File: src/rtl/uart_pkg.sv
`default_nettype none
// ============================================================================
// Module      : uart_pkg
// Description : Shared constants and receiver state encoding for the UART.
// Revision    : 1.0 - initial release
// ============================================================================
package uart_pkg;

    localparam int UART_OS        = 16;
    localparam int UART_DATA_BITS = 8;
    localparam int UART_BAUD_W    = 16;

    typedef enum logic [1:0] {
        IDLE  = 2'd0,
        START = 2'd1,
        DATA  = 2'd2,
        STOP  = 2'd3
    } rx_state_t;

endpackage
`default_nettype wire

File: src/rtl/uart_baud_tick.sv
`default_nettype none
// ============================================================================
// Module      : uart_baud_tick
// Description : Reloadable down-counter giving one tick every baud_div+1 clks.
// Revision    : 1.0 - initial release
// ============================================================================
module uart_baud_tick
    import uart_pkg::*;
(
    input  logic                   clk,
    input  logic                   rst_n,
    input  logic                   en,
    input  logic                   clr,
    input  logic [UART_BAUD_W-1:0] baud_div,
    output logic                   tick
);

    logic [UART_BAUD_W-1:0] r_cnt;

    always_ff @(posedge clk or negedge rst_n) begin
        if (!rst_n) begin
            r_cnt <= '0;
        end else if (clr) begin
            r_cnt <= baud_div;
        end else if (en) begin
            r_cnt <= (r_cnt == '0) ? baud_div : r_cnt - 1'b1;
        end
    end

    assign tick = en && !clr && (r_cnt == '0);

endmodule
`default_nettype wire

File: src/rtl/uart_rx.sv
`default_nettype none
// ============================================================================
// Module      : uart_rx
// Description : 8N1 UART receiver, 16x oversampled, with framing-error flag.
// Revision    : 1.0 - initial release
// ============================================================================
module uart_rx
    import uart_pkg::*;
#(
    parameter int OS          = UART_OS,
    parameter int SYNC_STAGES = 2
) (
    input  logic                   clk,
    input  logic                   rst_n,
    input  logic                   en,
    input  logic [UART_BAUD_W-1:0] baud_div,
    input  logic                   rx,
    output logic [7:0]             data,
    output logic                   done,
    output logic                   frame_err
);

    localparam int c_tick_w = $clog2(OS);
    localparam int c_bit_w  = $clog2(UART_DATA_BITS);
    localparam logic [c_tick_w-1:0] c_mid_tick  = c_tick_w'(OS / 2 - 1);
    localparam logic [c_tick_w-1:0] c_last_tick = c_tick_w'(OS - 1);
    localparam logic [c_bit_w-1:0]  c_last_bit  = c_bit_w'(UART_DATA_BITS - 1);

    logic [SYNC_STAGES-1:0] r_sync;
    logic                   w_rxs;

    rx_state_t              r_state, w_state_nxt;
    logic [c_tick_w-1:0]    r_tick_cnt, w_tick_nxt;
    logic [c_bit_w-1:0]     r_bit_cnt, w_bit_nxt;
    logic [7:0]             r_shift, w_shift_nxt;
    logic [7:0]             r_data, w_data_nxt;
    logic                   r_done, w_done_nxt;
    logic                   r_ferr, w_ferr_nxt;
    logic                   r_armed, w_armed_nxt;
    logic                   w_clr;
    logic                   w_tick;

    // Synchronizer resets to ones so the line looks idle out of reset.
    always_ff @(posedge clk or negedge rst_n) begin
        if (!rst_n) begin
            r_sync <= '1;
        end else begin
            r_sync <= {r_sync[SYNC_STAGES-2:0], rx};
        end
    end

    assign w_rxs = r_sync[SYNC_STAGES-1];

    uart_baud_tick u_baud_tick (
        .clk      (clk),
        .rst_n    (rst_n),
        .en       (en && (r_state != IDLE)),
        .clr      (w_clr),
        .baud_div (baud_div),
        .tick     (w_tick)
    );

    always_ff @(posedge clk or negedge rst_n) begin
        if (!rst_n) begin
            r_state    <= IDLE;
            r_tick_cnt <= '0;
            r_bit_cnt  <= '0;
            r_shift    <= '0;
            r_data     <= '0;
            r_done     <= 1'b0;
            r_ferr     <= 1'b0;
            r_armed    <= 1'b1;
        end else begin
            r_state    <= w_state_nxt;
            r_tick_cnt <= w_tick_nxt;
            r_bit_cnt  <= w_bit_nxt;
            r_shift    <= w_shift_nxt;
            r_data     <= w_data_nxt;
            r_done     <= w_done_nxt;
            r_ferr     <= w_ferr_nxt;
            r_armed    <= w_armed_nxt;
        end
    end

    always_comb begin
        w_state_nxt = r_state;
        w_tick_nxt  = r_tick_cnt;
        w_bit_nxt   = r_bit_cnt;
        w_shift_nxt = r_shift;
        w_data_nxt  = r_data;
        w_ferr_nxt  = r_ferr;
        w_done_nxt  = 1'b0;
        w_armed_nxt = r_armed | w_rxs;
        w_clr       = 1'b0;
        if (!en) begin
            w_state_nxt = IDLE;
        end else begin
            unique case (r_state)
                IDLE: begin
                    if (r_armed && !w_rxs) begin
                        w_state_nxt = START;
                        w_tick_nxt  = '0;
                        w_bit_nxt   = '0;
                        w_clr       = 1'b1;
                    end
                end
                START: begin
                    if (w_tick) begin
                        if (r_tick_cnt == c_mid_tick) begin
                            // Restarting here puts every later sample mid-bit.
                            w_tick_nxt  = '0;
                            w_state_nxt = w_rxs ? IDLE : DATA;
                        end else begin
                            w_tick_nxt = r_tick_cnt + 1'b1;
                        end
                    end
                end
                DATA: begin
                    if (w_tick) begin
                        if (r_tick_cnt == c_last_tick) begin
                            w_tick_nxt  = '0;
                            w_shift_nxt = {w_rxs, r_shift[7:1]};
                            w_bit_nxt   = r_bit_cnt + 1'b1;
                            if (r_bit_cnt == c_last_bit) begin
                                w_state_nxt = STOP;
                            end
                        end else begin
                            w_tick_nxt = r_tick_cnt + 1'b1;
                        end
                    end
                end
                STOP: begin
                    if (w_tick) begin
                        if (r_tick_cnt == c_last_tick) begin
                            w_data_nxt  = r_shift;
                            w_ferr_nxt  = !w_rxs;
                            w_done_nxt  = 1'b1;
                            // A low stop bit (e.g. break) must see the line high before re-arming.
                            w_armed_nxt = w_rxs;
                            w_tick_nxt  = '0;
                            w_state_nxt = IDLE;
                        end else begin
                            w_tick_nxt = r_tick_cnt + 1'b1;
                        end
                    end
                end
                default: w_state_nxt = IDLE;
            endcase
        end
    end

    assign data      = r_data;
    assign done      = r_done;
    assign frame_err = r_ferr;

endmodule
`default_nettype wire

File: config.mk
export PLATFORM = sky130hd
export DESIGN_NAME = uart_rx
export DESIGN_NICKNAME = d
export VERILOG_FILES = /design/src/rtl/uart_pkg.sv /design/src/rtl/uart_baud_tick.sv /design/src/rtl/uart_rx.sv
export SDC_FILE = /design/constraint.sdc
export NUM_CORES = 1
export LEC_CHECK = 0
export CAP_MARGIN = 20
export CORE_ASPECT_RATIO = 1.1
export CORE_MARGIN = 5
export CORE_UTILIZATION = 55
export DETAILED_ROUTE_END_ITERATION = 16
export PLACE_DENSITY = 0.79
export SLEW_MARGIN = 20
export SYNTH_ARGS = -nofsm -noshare
export SYNTH_HDL_FRONTEND = slang
export SYNTH_SLANG_ARGS = --single-unit
File: constraint.sdc
create_clock -name clk -period 2.6 [get_ports clk]
set_input_delay 0.52 -clock clk [delete_from_list [all_inputs] [get_ports clk]]
set_output_delay 0.52 -clock clk [all_outputs]
set_load 0.01 [all_outputs]
## Word level (Yosys, flattened, before mapping)

Index checks and enable logic that the tools add are counted.

| storage, ports and cells | value |
|---|---|
| bits of input ports | 20 |
| word-level logic and storage cells | 85 |
| output and inout bits | 10 |
| register bits after elaboration | 46 |

| operators by class | value |
|---|---|
| bitwise operators | 1 |
| $add $sub $neg | 3 |
| equality and inequality tests | 19 |
| multiplexer cells | 35 |
| reductions and logical operators | 17 |

Operators by type and width:

| kind | count |
|---|---|
| $mux W16 | 3 |
| $mux W2 | 10 |
| $mux W4 | 5 |
| $logic_not A16 Y1 | 1 |
| $sub A16 B1 Y16 const B | 1 |
| $ne A3 B3 Y1 const B | 5 |
| $pmux W4 S3 | 1 |
| $reduce_and A4 Y1 | 3 |
| $mux W1 | 11 |
| $mux W3 | 3 |
| $ne A3 B2 Y1 const B | 3 |
| $pmux W2 S4 | 1 |
| $reduce_and A8 Y1 | 1 |
| $ne A2 B1 Y1 const B | 3 |
| $pmux W3 S2 | 1 |
| $reduce_bool A2 Y1 | 3 |
| $reduce_and A5 Y1 | 1 |
| $add A4 B1 Y4 const B | 1 |
| $eq A2 B2 Y1 const B | 2 |
| $eq A4 B3 Y1 const B | 1 |
| $eq A4 B4 Y1 const B | 1 |
| $logic_and A1 B1 Y1 | 4 |
| $ne A2 B2 Y1 const B | 2 |
| $add A3 B1 Y3 const B | 1 |
| 6 further kinds | 7 |

## Depth between registers and ports, before layout

Gate-level depths: netlist of the first run.

| depth | value |
|---|---|
| depth after elaboration | 11 |
| mapped depth | 9 |
| depth with buffers taken out | 7 |

## Hierarchy

A second synthesis of the first run with hierarchy kept.

| second synthesis, totals | value |
|---|---|
| cells, all modules | 237 |
| area total of the unflattened synthesis | 2442.3 µm² |

Modules (own cells, without submodules):

| module | times used | seq. area each (µm²) | cells each | area an instance (µm²) |
|---|---|---|---|---|
| uart_rx | 1 | 754.5 | 109 | 1327.5 |
| uart_baud_tick | 1 | 400.4 | 128 | 1114.8 |

## Worst setup path before layout of the first run

Ideal clock, no wire load.

| timing | value |
|---|---|
| path kind | flip-flop to flip-flop |
| start | reg u_baud_tick.r_cnt[0] |
| end | reg u_baud_tick.r_cnt[14] |
| slack | 0.540 ns |
| buffers on the path | 0 |
| stages on the path, launching flop included | 8 |
| clock period less this slack | 2.060 ns |
| data arrival time | 1.918 ns |
| library setup time | 0.142 ns |
| data required time | 2.458 ns |
| cell sequence | dfrtp_1 inv_1 ha_1 or3b_2 nor3_1 nand3_1 o32ai_1 a22oi_1 |

| between the ends | value |
|---|---|
| cells in the longest elaborated chain, start to end | 4 |
| elaborated cells on any way between the ends | 5 |
| those cells by class | add/sub (1); mux (3); reduce/logical (1) |

Ends and longest elaborated chain:

| what | line | text |
|---|---|---|
| start: declaration | uart_baud_tick.sv:18 | `logic [UART_BAUD_W-1:0] r_cnt;` |
| start signal: assignment | uart_baud_tick.sv:24 | `r_cnt <= baud_div;` |
| start signal: assignment | uart_baud_tick.sv:26 | `r_cnt <= (r_cnt == '0) ? baud_div : r_cnt - 1'b1;` |
| $sub A16 B1 Y16 / $logic_not A16 Y1 (equally long branches) | uart_baud_tick.sv:26 |  |
| $mux W16 * | uart_baud_tick.sv:26 |  |
| $mux W16 * | uart_baud_tick.sv:25 | `end else if (en) begin` |
| $mux W16 * | uart_baud_tick.sv:23 | `end else if (clr) begin` |

Mark *: on every way between the ends. The rest lies on a longest branch, timed or not. The select of a mux whose other input is x is not followed.
A chain may end at the register's enable or synchronous reset.

## Final worst setup path of the first run

| timing | value |
|---|---|
| start | reg u_baud_tick.r_cnt[0] |
| end | reg r_shift[4] |

| between the ends | value |
|---|---|
| cells in the longest elaborated chain, start to end | 3 |

Ends and longest elaborated chain:

| what | line | text |
|---|---|---|
| $logic_not A16 Y1 | uart_baud_tick.sv:30 | `assign tick = en && !clr && (r_cnt == '0);` |
| $logic_and A1 B1 Y1 | uart_baud_tick.sv:30 |  |
| $reduce_and A4 Y1 (no line) | - |  |
| end signal: assignment | uart_rx.sv:77 | `r_shift <= w_shift_nxt;` |
| end: declaration | uart_rx.sv:35 | `logic [7:0] r_shift, w_shift_nxt;` |

Every way passes these cells.

==> Flow_metrics.wiki, run 1 <==
{| class="wikitable"
! Metric !! Value
|-
| Final routed wire length divided by cell count || approximately 16 µm
|-
| Share of final-layout standard cells stronger than drive strength 1 || 16.96%
|-
| Biggest area contributors in the synthesized netlist || sky130_fd_sc_hd__dfrtp_1 (44%), sky130_fd_sc_hd__mux2_2 (7.8%), sky130_fd_sc_hd__o21ai_0 (4.9%)
|-
| Antenna-violating nets left || 0
|-
| Placer congestion estimate || around 0.86
|-
| Flop-to-flop setup slack || 0.30 ns
|-
| Accumulated negative setup slack || 0 ns
|-
| IR Drop Worst-Case VDD || between 0.3 and 0.4 mV
|-
| Number of max-slew violations in the final report || 0
|-
| Minimum period implied by the final worst setup slack || about 2.3 ns
|-
| Upper clock frequency limit || between 0.4 and 0.5 GHz
|-
| Total nets after synthesis || 270
|-
| Hold buffer count at CTS || 0
|-
| Number of port buffers || 29
|-
| GR Overflow Total || 0
|-
| Sequential cell area fraction in the yosys report || between 40% and 50%
|-
| Flops & latches, synth || 46
|-
| Max-cap violation count || 0
|-
| Antenna Cells || 0
|-
| Clock tree from TritonCTS || built
|-
| Normalized max-slew margin || 53.12%
|-
| Layout overhead on the synthesized area || 19.05%
|-
| Effective utilization at floorplan || 57.22%
|-
| Design internal power || ~1200 µW
|-
| Most utilized layer in the global route result || met2
|-
| Number of search-and-repair iterations in the first detailed-routing pass || 4
|-
| Cells after synthesis || 245
|-
| Pin count of the biggest net entering global routing || 21
|-
| Run status || completed
|-
| Post-CTS setup buffers || 0
|-
| Later-pin clock latency in the skew report || 0.31 ns
|-
| TritonCTS buffer count || 5
|-
| Min-delay worst type || primary input to async pin
|-
| Hold Fails Final Rpt || 0
|-
| First DRT Iteration DRCs || between 100 and 150
|-
| Fin crit share || 88.35%
|-
| Required arrival time at the worst endpoint || around 2.8 ns
|-
| Critical path startpoint category || flip-flop
|-
| Clk pin slew, worst setup/hold paths || about 0.090 ns
|-
| Proportion of netlist area held by the largest area contributor || between 40 and 50%
|-
| Post-detailed-routing wire length || roughly 5300 µm
|-
| Die Span Y || approximately 80 µm
|-
| Detailed-route via count || about 2000
|-
| Number of synthesized flops with an enable pin || 0
|-
| Reported leakage power || approximately 0.0013 µW
|-
| Met2 demand-to-capacity share in global routing || approximately a third
|-
| PostCTS Resize Cnt || 0
|-
| Switching Fraction || approximately a third
|-
| Worst setup path class || flip-flop to flip-flop
|-
| Worst path max stage delay || roughly 0.41 ns
|-
| Number of sinks driven by the clock tree || 46
|-
| Cell taking the most area after synthesis || sky130_fd_sc_hd__dfrtp_1
|-
| Initial antenna violation count || 0
|-
| Net count, final || slightly above 300
|-
| Cell Pwr Density || 612.5 nW/µm²
|-
| Worst endpoint data arrival time || 2.50 ns
|-
| Overall Global Routing Usage || about a fifth
|-
| Wire length of the first global-routing pass || approximately 9300 µm
|-
| Cell chain of the critical path || inv_1, ha_1, nor3b_1, and4_1, nand2_2, nor3_4, mux2_2
|-
| DRC Markers || 0
|-
| Vias per cell || ~6.0
|-
| Count of boundary I/O pins || 30
|-
| CP endpoint kind || flip-flop
|-
| Clk_skew || between 0.004 and 0.005 ns
|-
| Net switching power || ~600 µW
|-
| Synth async-reset ratio || 100.0%
|-
| Final design area excluding fillers || slightly below 3000 µm²
|-
| Most used DFF post-synth || sky130_fd_sc_hd__dfrtp_1
|-
| Share of total power in sequential cells || between 50% and 60%
|-
| GRT met1 Usage || around 25%
|-
| Sum of net half-perimeters after detailed placement || 3967 µm
|-
| Maximum fanout count along the critical path || 8
|-
| Yosys cell types || 49
|-
| Worst-path cell with the longest stage delay || sky130_fd_sc_hd__dfrtp_1
|-
| Number of buffer and inverter stages on the critical path || 1
|-
| Clock root buffer || sky130_fd_sc_hd__clkbuf_8
|-
| Placed Area || about 2800 µm²
|-
| Crit-path leading delay family || simple AND/OR/NAND/NOR gates
|-
| Synth warnings || 0
|-
| Max Buffers Root-to-Sink || 2
|-
| Worst Tran Pin Value || ~0.7 ns
|-
| Area of the core || 4317 µm²
|-
| Count of endpoints failing setup in the final report || 0
|-
| Maximum level of the CTS H-tree || 2
|-
| Die width || between 70 and 80 µm
|-
| RSZ-0062 raised after global routing || no
|-
| Syn avg cell area || ~10 µm²
|-
| Area of the die || just under 6000 µm²
|-
| Site Rows || 25
|-
| Combinational group share of total power || 23.1%
|-
| Fraction of power consumed by the clock network || about a quarter
|-
| Summed instance area of the synthesized netlist || approximately 2500 µm²
|-
| Global routing met3 resource utilization || about 3.9%
|-
| Number of global-route vias before repair || approximately 2000
|}
[layer usage]
metal  part of all wire (%)  vias up
met5                      0        -
met2                     49       69
met4                    2.7        0
li1                       -      988
met1                     43      962
met3                    5.4       12
[final cells by class]
class,instances,area (µm²)
Tap cell,54,67.56
Sequential cell,46,1155
Clock inverter,3,25.02
Fill cell,343,1376
Inverter,5,18.77
Timing Repair Buffer,42,382.9
Clock buffer,5,68.82
Multi-Input combinational cell,182,1222
[power groups by stage]
stage	clock, µW	combinational (µW)	sequential [µW]
floorplan	0	311	906
global placement	0	409	942
detailed placement	0	414	943
CTS	470	415	930
global route	497	474	951
finish	452	417	932
[per-stage QoR]
stage | setup slack (ns) | instances | hold WS [ns] | util [%] | total power [µW]
CTS | 0.3151 | 337 | 0.1123 | 68.12 | 1815
global route | 0.08332 | 337 | 0.1228 | 68.12 | 1922
finish | 0.3028 | 337 | 0.1095 | 68.12 | 1801
global placement | 0.2274 | 329 | 0.3482 | 65.94 | 1351
detailed placement | 0.1807 | 329 | 0.3539 | 65.94 | 1357
floorplan | 0.5397 | 245 | 0.2244 | - | 1217
[registers in the layout, indices dropped and copies added (netlist names)]
register	count
r_sync	2
r_bit_cnt	3
r_tick_cnt	4
r_state	2
frame_err	1
data	8
u_baud_tick.r_cnt	16
done	1
r_armed	1
r_shift	8
[Yosys cell counts (2+ instances only)]
cell type	n
sky130_fd_sc_hd__nand2_1	21
sky130_fd_sc_hd__o22ai_1	3
sky130_fd_sc_hd__inv_1	5
sky130_fd_sc_hd__nand3_1	9
sky130_fd_sc_hd__a31oi_1	3
sky130_fd_sc_hd__buf_6	3
sky130_fd_sc_hd__and2_1	2
sky130_fd_sc_hd__nor3b_1	3
sky130_fd_sc_hd__a22o_1	5
sky130_fd_sc_hd__nor2_1	14
sky130_fd_sc_hd__or3_1	3
sky130_fd_sc_hd__mux2i_1	5
sky130_fd_sc_hd__a21oi_1	8
sky130_fd_sc_hd__clkbuf_1	6
sky130_fd_sc_hd__and3_1	3
sky130_fd_sc_hd__dfrtp_1	43
sky130_fd_sc_hd__nand4_1	3
sky130_fd_sc_hd__a221o_1	2
sky130_fd_sc_hd__nor2b_1	2
sky130_fd_sc_hd__nor4_1	5
sky130_fd_sc_hd__ha_1	5
sky130_fd_sc_hd__dfstp_2	3
sky130_fd_sc_hd__o21ai_0	24
sky130_fd_sc_hd__mux2_2	17
sky130_fd_sc_hd__and4_1	2
sky130_fd_sc_hd__buf_2	2
sky130_fd_sc_hd__a2bb2oi_1	5
sky130_fd_sc_hd__o211ai_1	5
sky130_fd_sc_hd__nor3_1	14
[logic make-up (layout without fill, tap and decap cells)]
| group | after synthesis | after routing | synth area share [%] |
|---|---|---|---|
| compound gates | 64 | 64 | 16.77 |
| flops | 46 | 46 | 46.76 |
| mux | 22 | 22 | 9.777 |
| buf+inv | 17 | 55 | 3.749 |
| fa+ha+maj | 5 | 5 | 2.533 |
| xor+xnor | 1 | 1 | 0.3547 |
| simple gates | 90 | 90 | 20.06 |
[final timing paths]
path / end / from / cells past startpoint
max: r_shift[4]$_DFFE_PN0P_ / u_baud_tick.r_cnt[0]$_DFFE_PN0P_ / 7
min: done$_DFF_PN0_ / rst_n / 1
max reg2reg: r_shift[4]$_DFFE_PN0P_ / u_baud_tick.r_cnt[0]$_DFFE_PN0P_ / 7
min reg2reg: r_sync[1]$_DFF_PN1_ / r_sync[0]$_DFF_PN1_ / 0
max in group asynchronous: r_armed$_DFF_PN1_ / rst_n / 2
min in group clk: r_sync[1]$_DFF_PN1_ / r_sync[0]$_DFF_PN1_ / 0
[worst register-to-register path, stage by stage (launching register included)]
cell and delay [ns]:
sky130_fd_sc_hd__dfrtp_1 0.41, sky130_fd_sc_hd__inv_1 0.13, sky130_fd_sc_hd__ha_1 0.19, sky130_fd_sc_hd__nor3b_1 0.36, sky130_fd_sc_hd__and4_1 0.29, sky130_fd_sc_hd__nand2_2 0.10, sky130_fd_sc_hd__nor3_4 0.33, sky130_fd_sc_hd__mux2_2 0.39
[cell usage in the layout (no fill, tap or decap), drive strengths merged, types with 4 or more instances in the layout]
| cell type | instances |
|---|---|
| dfrtp | 43 |
| clkdlybuf4s50 | 28 |
| o21ai | 24 |
| nand2 | 22 |
| mux2 | 17 |
| nor3 | 15 |
| nor2 | 14 |
| buf | 14 |
| nand3 | 9 |
| a21oi | 8 |
| inv | 6 |
| nor4 | 6 |
| a2bb2oi | 5 |
| o211ai | 5 |
| a22o | 5 |
| mux2i | 5 |
| ha | 5 |
| clkbuf | 5 |
| nand4 | 4 |
Note: power is estimated with default switching activity, not from simulation.
==> run 2: changes to the inputs <==
- ABC_CLOCK_PERIOD_IN_PS: default -> 2600
==> results of run 2 <==
Final layout, timing and power as in run 1 (identical DEF).
==> run 3: changes to the inputs <==
- ABC_CLOCK_PERIOD_IN_PS: 2600 -> 2500
- SLEW_MARGIN: 20 -> default
- clock period: 2.6 -> 2.5 ns (I/O delays scaled with it)
==> run 3 against run 2 <==
Effect of this change: maximum frequency grew 0.22%; critical path depth grew 1; utilization rose by 0.64 points; die area stayed put; sequential share of layout area decreased by 0.36 points; wire length hardly changed; worst setup slack got worse by 0.095 ns; global-route usage is 0.32 points lower; clock skew up 0.00066 ns; clock power up 4.9%; count of clock-buffer cells in the layout unchanged; largest power group unchanged.
==> Flow_metrics.wiki, run 3 (same netlist as run 1, synthesis figures left out) <==
{| class="wikitable"
! Metric !! Value
|-
| Max Buffers Root-to-Sink || 2 (unchanged)
|-
| Cell Pwr Density || 635.0 nW/µm² (+3.7%)
|-
| Later-pin clock latency in the skew report || 0.30 ns (about the same)
|-
| Normalized max-slew margin || 54.34% (+1.2 points)
|-
| DRC Markers || 0 (unchanged)
|-
| Worst endpoint data arrival time || 2.49 ns (about the same)
|-
| PostCTS Resize Cnt || 0 (unchanged)
|-
| Min-delay worst type || primary input to async pin
|-
| Maximum level of the CTS H-tree || 2 (unchanged)
|-
| Minimum period implied by the final worst setup slack || 2.292 ns (-0.005045 ns)
|-
| GR Overflow Total || 0 (unchanged)
|-
| Post-detailed-routing wire length || 5274 µm (about the same)
|-
| IR Drop Worst-Case VDD || 0.5175 mV (+31%)
|-
| Hold buffer count at CTS || 0 (unchanged)
|-
| Leading cell types in the layout, fill and taps excluded || sky130_fd_sc_hd__dfrtp_1 (43), sky130_fd_sc_hd__clkdlybuf4s50_1 (28), sky130_fd_sc_hd__o21ai_0 (23)
|-
| Clk pin slew, worst setup/hold paths || 0.09 ns (about the same)
|-
| Final routed wire length divided by cell count || 15.56 µm (-0.67%)
|-
| Number of port buffers || 29 (unchanged)
|-
| Number of max-slew violations in the final report || 0 (unchanged)
|-
| First DRT Iteration DRCs || 102 (-13%)
|-
| Die width || 73.90 µm (unchanged)
|-
| Antenna Cells || 0 (unchanged)
|-
| Reported leakage power || 0.001308 µW (+1.1%)
|-
| Most common cell after layout, fill and taps aside || sky130_fd_sc_hd__dfrtp_1
|-
| Hold Fails Final Rpt || 0 (unchanged)
|-
| Area of the core || 4317 µm² (unchanged)
|-
| Antenna-violating nets left || 0 (unchanged)
|-
| Pin count of the biggest net entering global routing || 47 (+120%)
|-
| Clock root buffer || sky130_fd_sc_hd__clkbuf_8
|-
| Maximum fanout count along the critical path || 8 (unchanged)
|-
| Worst setup path class || flip-flop to flip-flop
|-
| Share of final-layout standard cells stronger than drive strength 1 || 17.54% (+0.58 points)
|-
| Effective utilization at floorplan || 57.22% (unchanged)
|-
| Net count, final || 309 (+0.65%)
|-
| Number of search-and-repair iterations in the first detailed-routing pass || 4 (unchanged)
|-
| Sum of net half-perimeters after detailed placement || 3855 µm (-2.8%)
|-
| Detailed-route via count || 2015 (-0.79%)
|-
| TritonCTS buffer count || 5 (unchanged)
|-
| Worst Tran Pin Value || 0.6849 ns (-0.01834 ns)
|-
| Critical path startpoint category || flip-flop
|-
| Number of sinks driven by the clock tree || 46 (unchanged)
|-
| Clk_skew || 0.005217 ns (+0.0006576 ns)
|-
| Max FFs per register || 16 (unchanged)
|-
| Placed Cells || 330 (+0.30%)
|-
| Upper clock frequency limit || 0.4363 GHz (+0.22%)
|-
| CP endpoint kind || flip-flop
|-
| Run status || completed
|-
| Placer congestion estimate || 0.8585 (about the same)
|-
| Setup ws final || 0.2078 ns (-0.09495 ns)
|-
| Die Span Y || 80.28 µm (unchanged)
|-
| Max-cap violation count || 0 (unchanged)
|-
| Count of endpoints failing setup in the final report || 0 (unchanged)
|-
| Initial antenna violation count || 0 (unchanged)
|-
| Wire length of the first global-routing pass || 9294 µm (-0.15%)
|-
| Required arrival time at the worst endpoint || 2.69 ns (-0.11 ns)
|-
| Largest register by flop count || u_baud_tick.r_cnt
|-
| Layout fillers || 346 (+0.87%)
|-
| Layout overhead on the synthesized area || 20.16%
|-
| Area of the die || 5932 µm² (unchanged)
|-
| Vias per cell || 5.944 (-1.4%)
|-
| RSZ-0062 raised after global routing || no
|-
| Count of boundary I/O pins || 30 (unchanged)
|-
| Number of global-route vias before repair || 2000 (-1.8%)
|-
| Post-route insts no fill || 339 (+0.59%)
|-
| Site Rows || 25 (unchanged)
|-
| Clock tree from TritonCTS || built
|-
| Overall Global Routing Usage || 20.12% (-0.32 points)
|-
| Worst setup slack before clock tree synthesis || 0.1716 ns (-0.009149 ns)
|-
| Fin crit share || 91.69% (+3.3 points)
|-
| Accumulated negative setup slack || 0 ns (unchanged)
|}
## run 3: cell type report
class	instances	area (µm²)	area share, %
clock inverters	3	25.02	0.8432
inverters	5	18.77	0.6324
clock buffers	5	68.82	2.319
flip-flops and latches	46	1155	38.91
well taps	54	67.56	2.277
multi-input cells	182	1222	41.19
repair buffers	44	410.4	13.83
## run 3: where the power goes
group / total (µW) / switching [µW] / internal, µW
logic: 437 / 237 / 200
clock network: 474 / 272 / 202
registers: 974 / 138 / 835
total: 1880 / 647 / 1240
## run 3: path summary, 6_finish.rpt
kind	startpoint	to	slack, ns	cells past startpoint
worst min register to register	r_sync[0]$_DFF_PN1_	r_sync[1]$_DFF_PN1_	0.36	0
worst min-delay path	rst_n	r_bit_cnt[2]$_DFFE_PN0P_	0.26	2
worst max register to register	u_baud_tick.r_cnt[0]$_DFFE_PN0P_	r_shift[7]$_DFFE_PN0P_	0.21	8
max in group asynchronous	rst_n	r_sync[1]$_DFF_PN1_	1.84	2
min in group clk	r_sync[0]$_DFF_PN1_	r_sync[1]$_DFF_PN1_	0.36	0
worst max-delay path	u_baud_tick.r_cnt[0]$_DFFE_PN0P_	r_shift[7]$_DFFE_PN0P_	0.21	8
## run 3: what timing repair did
item / in CTS / in global routing
setup buffers: 0 / 1
endpoints found under the hold margin: 0 / 0
endpoints found under the setup margin: 0 / 7
## run 3: metrics by stage
step	power, µW	hold slack, ns	instance area (µm²)	util [%]
2_1_floorplan	1265	0.2044	2470	-
3_3_place_gp	1409	0.3483	2854	66.12
3_5_place_dp	1415	0.3503	2854	66.12
4_1_cts	1894	0.2845	2948	68.29
5_1_grt	2002	0.3106	2968	68.75
6_report	1885	0.2626	2968	68.75
## run 3: critical path, cell delays in order (launching register included)
cell and delay [ns]:
sky130_fd_sc_hd__dfrtp_1 0.41, sky130_fd_sc_hd__inv_1 0.12, sky130_fd_sc_hd__ha_1 0.18, sky130_fd_sc_hd__nor3b_1 0.38, sky130_fd_sc_hd__and4_1 0.29, sky130_fd_sc_hd__nand2_2 0.10
sky130_fd_sc_hd__nor3_4 0.21, sky130_fd_sc_hd__buf_12 0.15, sky130_fd_sc_hd__mux2_2 0.33
## run 3: metal layers
| metal | vias to the layer above | track usage, % | part of all wire (%) |
|---|---|---|---|
| met1 | 960 | 26.98 | 46 |
| li1 | 990 | - | - |
| met4 | 0 | 7.246 | 1.7 |
| met2 | 56 | 31.91 | 47 |
| met5 | - | 0 | 0 |
| met3 | 9 | 4.130 | 5.6 |
